<file path="src/rtl/comparator_pkg.sv">
// Shared types and default sizing for the serial signed comparator.
package comparator_pkg;

    typedef enum logic [1:0] {
        S_IDLE = 2'd0,
        S_SCAN = 2'd1,
        S_DONE = 2'd2
    } state_t;

    localparam int CMP_N = 32;
    localparam int CMP_K = 4;

endpackage

</file>
<file path="src/rtl/comparator_chunk.sv">
// K-bit chunk compare; signed mode treats bit K-1 as the two's-complement sign.
// Latency: combinational.
// Backpressure: none.
module comparator_chunk #(
    parameter int K = 4
) (
    input  logic [K-1:0] ca,
    input  logic [K-1:0] cb,
    input  logic         is_signed,
    output logic         ceq,
    output logic         clt
);

    logic [K-1:0] xa;
    logic [K-1:0] xb;

    // Flipping the sign bit maps two's-complement order onto unsigned order.
    always_comb begin
        xa = ca;
        xb = cb;
        if (is_signed) begin
            xa[K-1] = ~ca[K-1];
            xb[K-1] = ~cb[K-1];
        end
    end

    assign ceq = (ca == cb);
    assign clt = (xa < xb);

endmodule

</file>
<file path="src/rtl/comparator_serial.sv">
// Serial signed eq/lt comparator, K bits per cycle MSB chunk first, valid/ready in and out.
// Latency: N/K cycles; first-mismatch exit when COMPARATOR_SERIAL_EARLY_EXIT_EN is defined.
// Backpressure: one op in flight; i_ready low until the result is taken via o_ready.
module comparator_serial
    import comparator_pkg::*;
#(
    parameter int N = CMP_N,
    parameter int K = CMP_K
) (
    input  logic         clk,
    input  logic         rst_n,
    input  logic         i_valid,
    output logic         i_ready,
    input  logic [N-1:0] a,
    input  logic [N-1:0] b,
    output logic         o_valid,
    input  logic         o_ready,
    output logic         eq,
    output logic         lt
);

    localparam int CHUNKS = N / K;
    localparam int CW     = (CHUNKS > 1) ? $clog2(CHUNKS) : 1;

    generate
        if (N % K != 0) begin : g_bad_chunking
            $error("comparator_serial: N must be a multiple of K");
        end
    endgenerate

    state_t        state;
    logic [N-1:0]  sa;
    logic [N-1:0]  sb;
    logic [CW-1:0] cnt;
    logic          first;
    logic          decided;
    logic          ceq;
    logic          clt;
    logic          scan_end;

    comparator_chunk #(
        .K (K)
    ) u_chunk (
        .ca        (sa[N-1 -: K]),
        .cb        (sb[N-1 -: K]),
        .is_signed (first),
        .ceq       (ceq),
        .clt       (clt)
    );

    assign i_ready = (state == S_IDLE);

`ifdef COMPARATOR_SERIAL_EARLY_EXIT_EN
    assign scan_end = (cnt == '0) || !ceq;
`else
    assign scan_end = (cnt == '0);
`endif

    always_ff @(posedge clk or negedge rst_n) begin
        if (!rst_n) begin
            state   <= S_IDLE;
            sa      <= '0;
            sb      <= '0;
            cnt     <= '0;
            first   <= 1'b0;
            decided <= 1'b0;
            o_valid <= 1'b0;
            eq      <= 1'b0;
            lt      <= 1'b0;
        end else begin
            case (state)
                S_IDLE: begin
                    if (i_valid) begin
                        sa      <= a;
                        sb      <= b;
                        cnt     <= CW'(CHUNKS - 1);
                        first   <= 1'b1;
                        decided <= 1'b0;
                        eq      <= 1'b0;
                        lt      <= 1'b0;
                        state   <= S_SCAN;
                    end
                end
                S_SCAN: begin
                    first <= 1'b0;
                    sa    <= sa << K;
                    sb    <= sb << K;
                    cnt   <= cnt - 1'b1;
                    // Only the most significant differing chunk decides the result.
                    if (!ceq && !decided) begin
                        decided <= 1'b1;
                        eq      <= 1'b0;
                        lt      <= clt;
                    end else if ((cnt == '0) && !decided) begin
                        eq <= 1'b1;
                        lt <= 1'b0;
                    end
                    if (scan_end) begin
                        o_valid <= 1'b1;
                        state   <= S_DONE;
                    end
                end
                S_DONE: begin
                    if (o_ready) begin
                        o_valid <= 1'b0;
                        state   <= S_IDLE;
                    end
                end
                default: begin
                    o_valid <= 1'b0;
                    state   <= S_IDLE;
                end
            endcase
        end
    end

endmodule

</file>
<file path="config.mk">
export PLATFORM = sky130hd
export DESIGN_NAME = comparator_serial
export DESIGN_NICKNAME = d
export VERILOG_FILES = /design/src/rtl/comparator_pkg.sv /design/src/rtl/comparator_chunk.sv /design/src/rtl/comparator_serial.sv
export SDC_FILE = /design/constraint.sdc
export NUM_CORES = 1
export LEC_CHECK = 0
export CAP_MARGIN = 25
export CORE_AREA = 2 2 139 73
export DETAILED_ROUTE_END_ITERATION = 7
export DIE_AREA = 0 0 141 75
export PLACE_DENSITY = 0.71
export SLEW_MARGIN = 40
export SYNTH_ARGS = -nofsm -noshare
export SYNTH_HDL_FRONTEND = slang
export SYNTH_SLANG_ARGS = --single-unit
</file>
<file path="constraint.sdc">
create_clock -name clk -period 2.4 [get_ports clk]
set_input_delay 0.48 -clock clk [delete_from_list [all_inputs] [get_ports clk]]
set_output_delay 0.48 -clock clk [all_outputs]
set_load 0.05 [all_outputs]
</file>
==> results.txt <==
status - complete, no violations
Critical Path RT - 1.92 ns
Reg clk slew, reported paths - 0.06 ns
global-route wire length before repair - 13200 um
CTS Hold Bufs - 0
dpl hpwl - 5580 um
routed vias/inst - 4.93
WL final - 8050 um
TritonCTS buffer count - 9
largest net degree at the start of global routing - 55
1st-pass router iterations - 4
Seq/Total Area, Yosys - 0.543
clk_skew - 0.00607 ns
Layout area overhead - 33.8%
n_diodes - 0
fin. max-slew vios - 0
DRT iter0 DRCs - 272
CP Cell Sequence - nor2_1, clkdlybuf4s50_1
Post-CTS Resized - 0
CTS Root Cell - clkbuf_16
post-synth net total - 458
# rows - 25
sw frac - 0.382
total global routing track utilization - 0.162
setup violators final - 0
Worst Reg2Reg Path Length in Cells - 5
commonest cells after routing, fill and taps aside - 116 x nand2_1, 74 x dfrtp_1, 70 x clkdlybuf4s50_1
share of cells above drive strength 1 - 0.0747
max cap viols - 0
combinational share of power - 0.398
syn_area_per_cell - 8.86 um^2
Sink Count - 74
synth warn - 0
slowest stage cell, crit path - clkdlybuf4s50_1
total negative slack - 0 ns
Rel. slew slack - 0.623
full die area - 0.0106 mm^2
routability cong. - 0.833
Cell Area, Synth - 0.00341 mm^2
chip width - 141 um
commonest non-fill, non-tap cell in the layout - nand2_1
Max Clk Rate - 448 MHz
min cycle time layout - 2.23 ns
Cells after Synth - 385
part of the power in the clock network - 0.239
Fill cells - 849
Setup crit end kind - primary output
LEAKAGE - 0.00202 uW
H-tree Lvls - 3
Hold WC Path Type - primary input to async pin
Tightest Pin Transition - 0.563 ns
sequential power share - 0.362
Worst Path Max Fanout - 7
# nets final - 523
starting density of the core - 0.367
R2R Path End - sa[25]$_DFFE_PN0P_
I/O pins - 72
Post-CTS Setup Bufs - 0
Reg2Reg Setup Slack - 0.64 ns
GRT Residual Overflow - 0
WL per Instance - 14.0 um
RSZ-0062 raised after global routing - no
CTS Buffer Depth - 2
number of global-route vias before repair - 2674
cell area power density - 1340 mW/mm^2
internal power - 3780 uW
Core Region - 0.00929 mm^2
Die Height - 75 um
post-route antenna net violation count - 0
crit path kind - register to primary output
number of port buffers - 71
CTS tree - built
DRC Markers - 0
peak supply drop - 0.551 mV
Synth Register Bits - 74
largest area contributor in the netlist - dfrtp_1
area fraction of the dominant cell type after synthesis - 0.543
via count - 2839
Psw - 2330 uW
clock insertion delay at the later pin of the skew report - 0.33 ns
Startpoint Class - register
crit path DAT - 1.75 ns
crit share post-route - 0.930
endpoints failing hold - 0
Synth cell types - 32
Cells after DPL - 560
critical path's largest stage delay - 0.81 ns
Synth area leaders - dfrtp_1 54%, nand2_1 13%, a31oi_1 11%
Finished Layout Cells - 576
worst reg2reg path startpoint - state[1]$_DFFE_PN0P_
initial antenna violation count - 0
[power by group through the flow]
stage | logic [uW] | clock network, uW | registers [uW]
after floorplan | 1830 | 0 | 2180
after global placement | 2390 | 0 | 2200
after detailed placement | 2470 | 0 | 2220
after CTS | 2470 | 1480 | 2210
after global routing | 2760 | 1560 | 2290
final | 2430 | 1460 | 2210
[stage by stage]
step / utilization / total power, uW / area [um^2] / setup WS [ns] / hold slack [ns]
6_report: 0.491 / 6110 / 4560 / 0.167 / 0.135
5_1_grt: 0.491 / 6600 / 4560 / 0.0706 / 0.168
4_1_cts: 0.491 / 6160 / 4560 / 0.150 / 0.154
3_5_place_dp: 0.456 / 4690 / 4230 / 0.474 / 0.483
3_3_place_gp: 0.456 / 4590 / 4230 / 0.521 / 0.476
2_1_floorplan: - / 4020 / 3410 / 0.758 / 0.184
[cell type report]
type,count,area (um^2),share of cell area
multi-input combinational,277,1370,0.301
timing repair buffer,81,833,0.183
sequential,74,1850,0.406
tap,121,151,0.0332
clock buffer,9,225,0.0494
inverter,7,26.3,0.00576
clock inverter,7,101,0.0222
[layer usage]
metal	vias up	wire length, um	global-route usage
li1	1427	-	-
met1	1343	3980	0.227
met4	0	67	0.0589
met5	-	0	0
met2	62	3690	0.249
met3	7	310	0.0401
[how the worst max path moves through the flow]
stage / startpoint / to / slack (ns) / cells after the start
after floorplan: state[0]$_DFFE_PN0P_ / i_ready / 0.76 / 2
after global placement: state[1]$_DFFE_PN0P_ / i_ready / 0.52 / 2
after detailed placement: i_valid / sa[25]$_DFFE_PN0P_ / 0.47 / 6
after CTS: state[1]$_DFFE_PN0P_ / i_ready / 0.15 / 2
after global routing: state[1]$_DFFE_PN0P_ / i_ready / 0.07 / 2
final: state[1]$_DFFE_PN0P_ / i_ready / 0.17 / 2
[sequential cells by signal (all words and copies together), names as in the netlist]
name,count
eq,1
sa,32
first,1
o_valid,1
decided,1
lt,1
sb,32
state,2
cnt,3
[logic make-up after synthesis]
family | Yosys count | share of synthesized area
simple gates | 189 | 0.219
buf+inv | 34 | 0.0569
flops | 74 | 0.543
compound gates | 82 | 0.160
fa+ha+maj | 5 | 0.0183
xor+xnor | 1 | 0.00257
[synth_stat cells]
library cell / count
nor2_4: 1
nand2_1: 116
dfrtp_1: 74
nor3b_1: 1
a31oi_1: 59
o21ai_0: 4
xnor2_1: 1
o21bai_1: 1
and3_1: 1
o21ai_1: 1
a22o_1: 8
a21oi_1: 3
a21o_1: 1
nand4_1: 1
a41oi_2: 1
nand2b_1: 2
a32o_1: 1
inv_2: 1
buf_4: 1
nor2b_1: 2
clkbuf_1: 1
inv_1: 6
or3b_2: 1
o211ai_1: 1
ha_1: 5
buf_6: 5
o21ai_2: 1
nand2_2: 1
nor2_1: 62
buf_2: 20
nand3b_1: 1
o2bb2ai_1: 1
[worst max-delay path, delay by kind of cell, from the launching register on]
family	cells	cell delay [ns]
buffers and inverters	1	0.81
flip-flops	1	0.49
AND/OR/NAND/NOR	1	0.14
No activity file was read; power rests on OpenSTA's default activity.
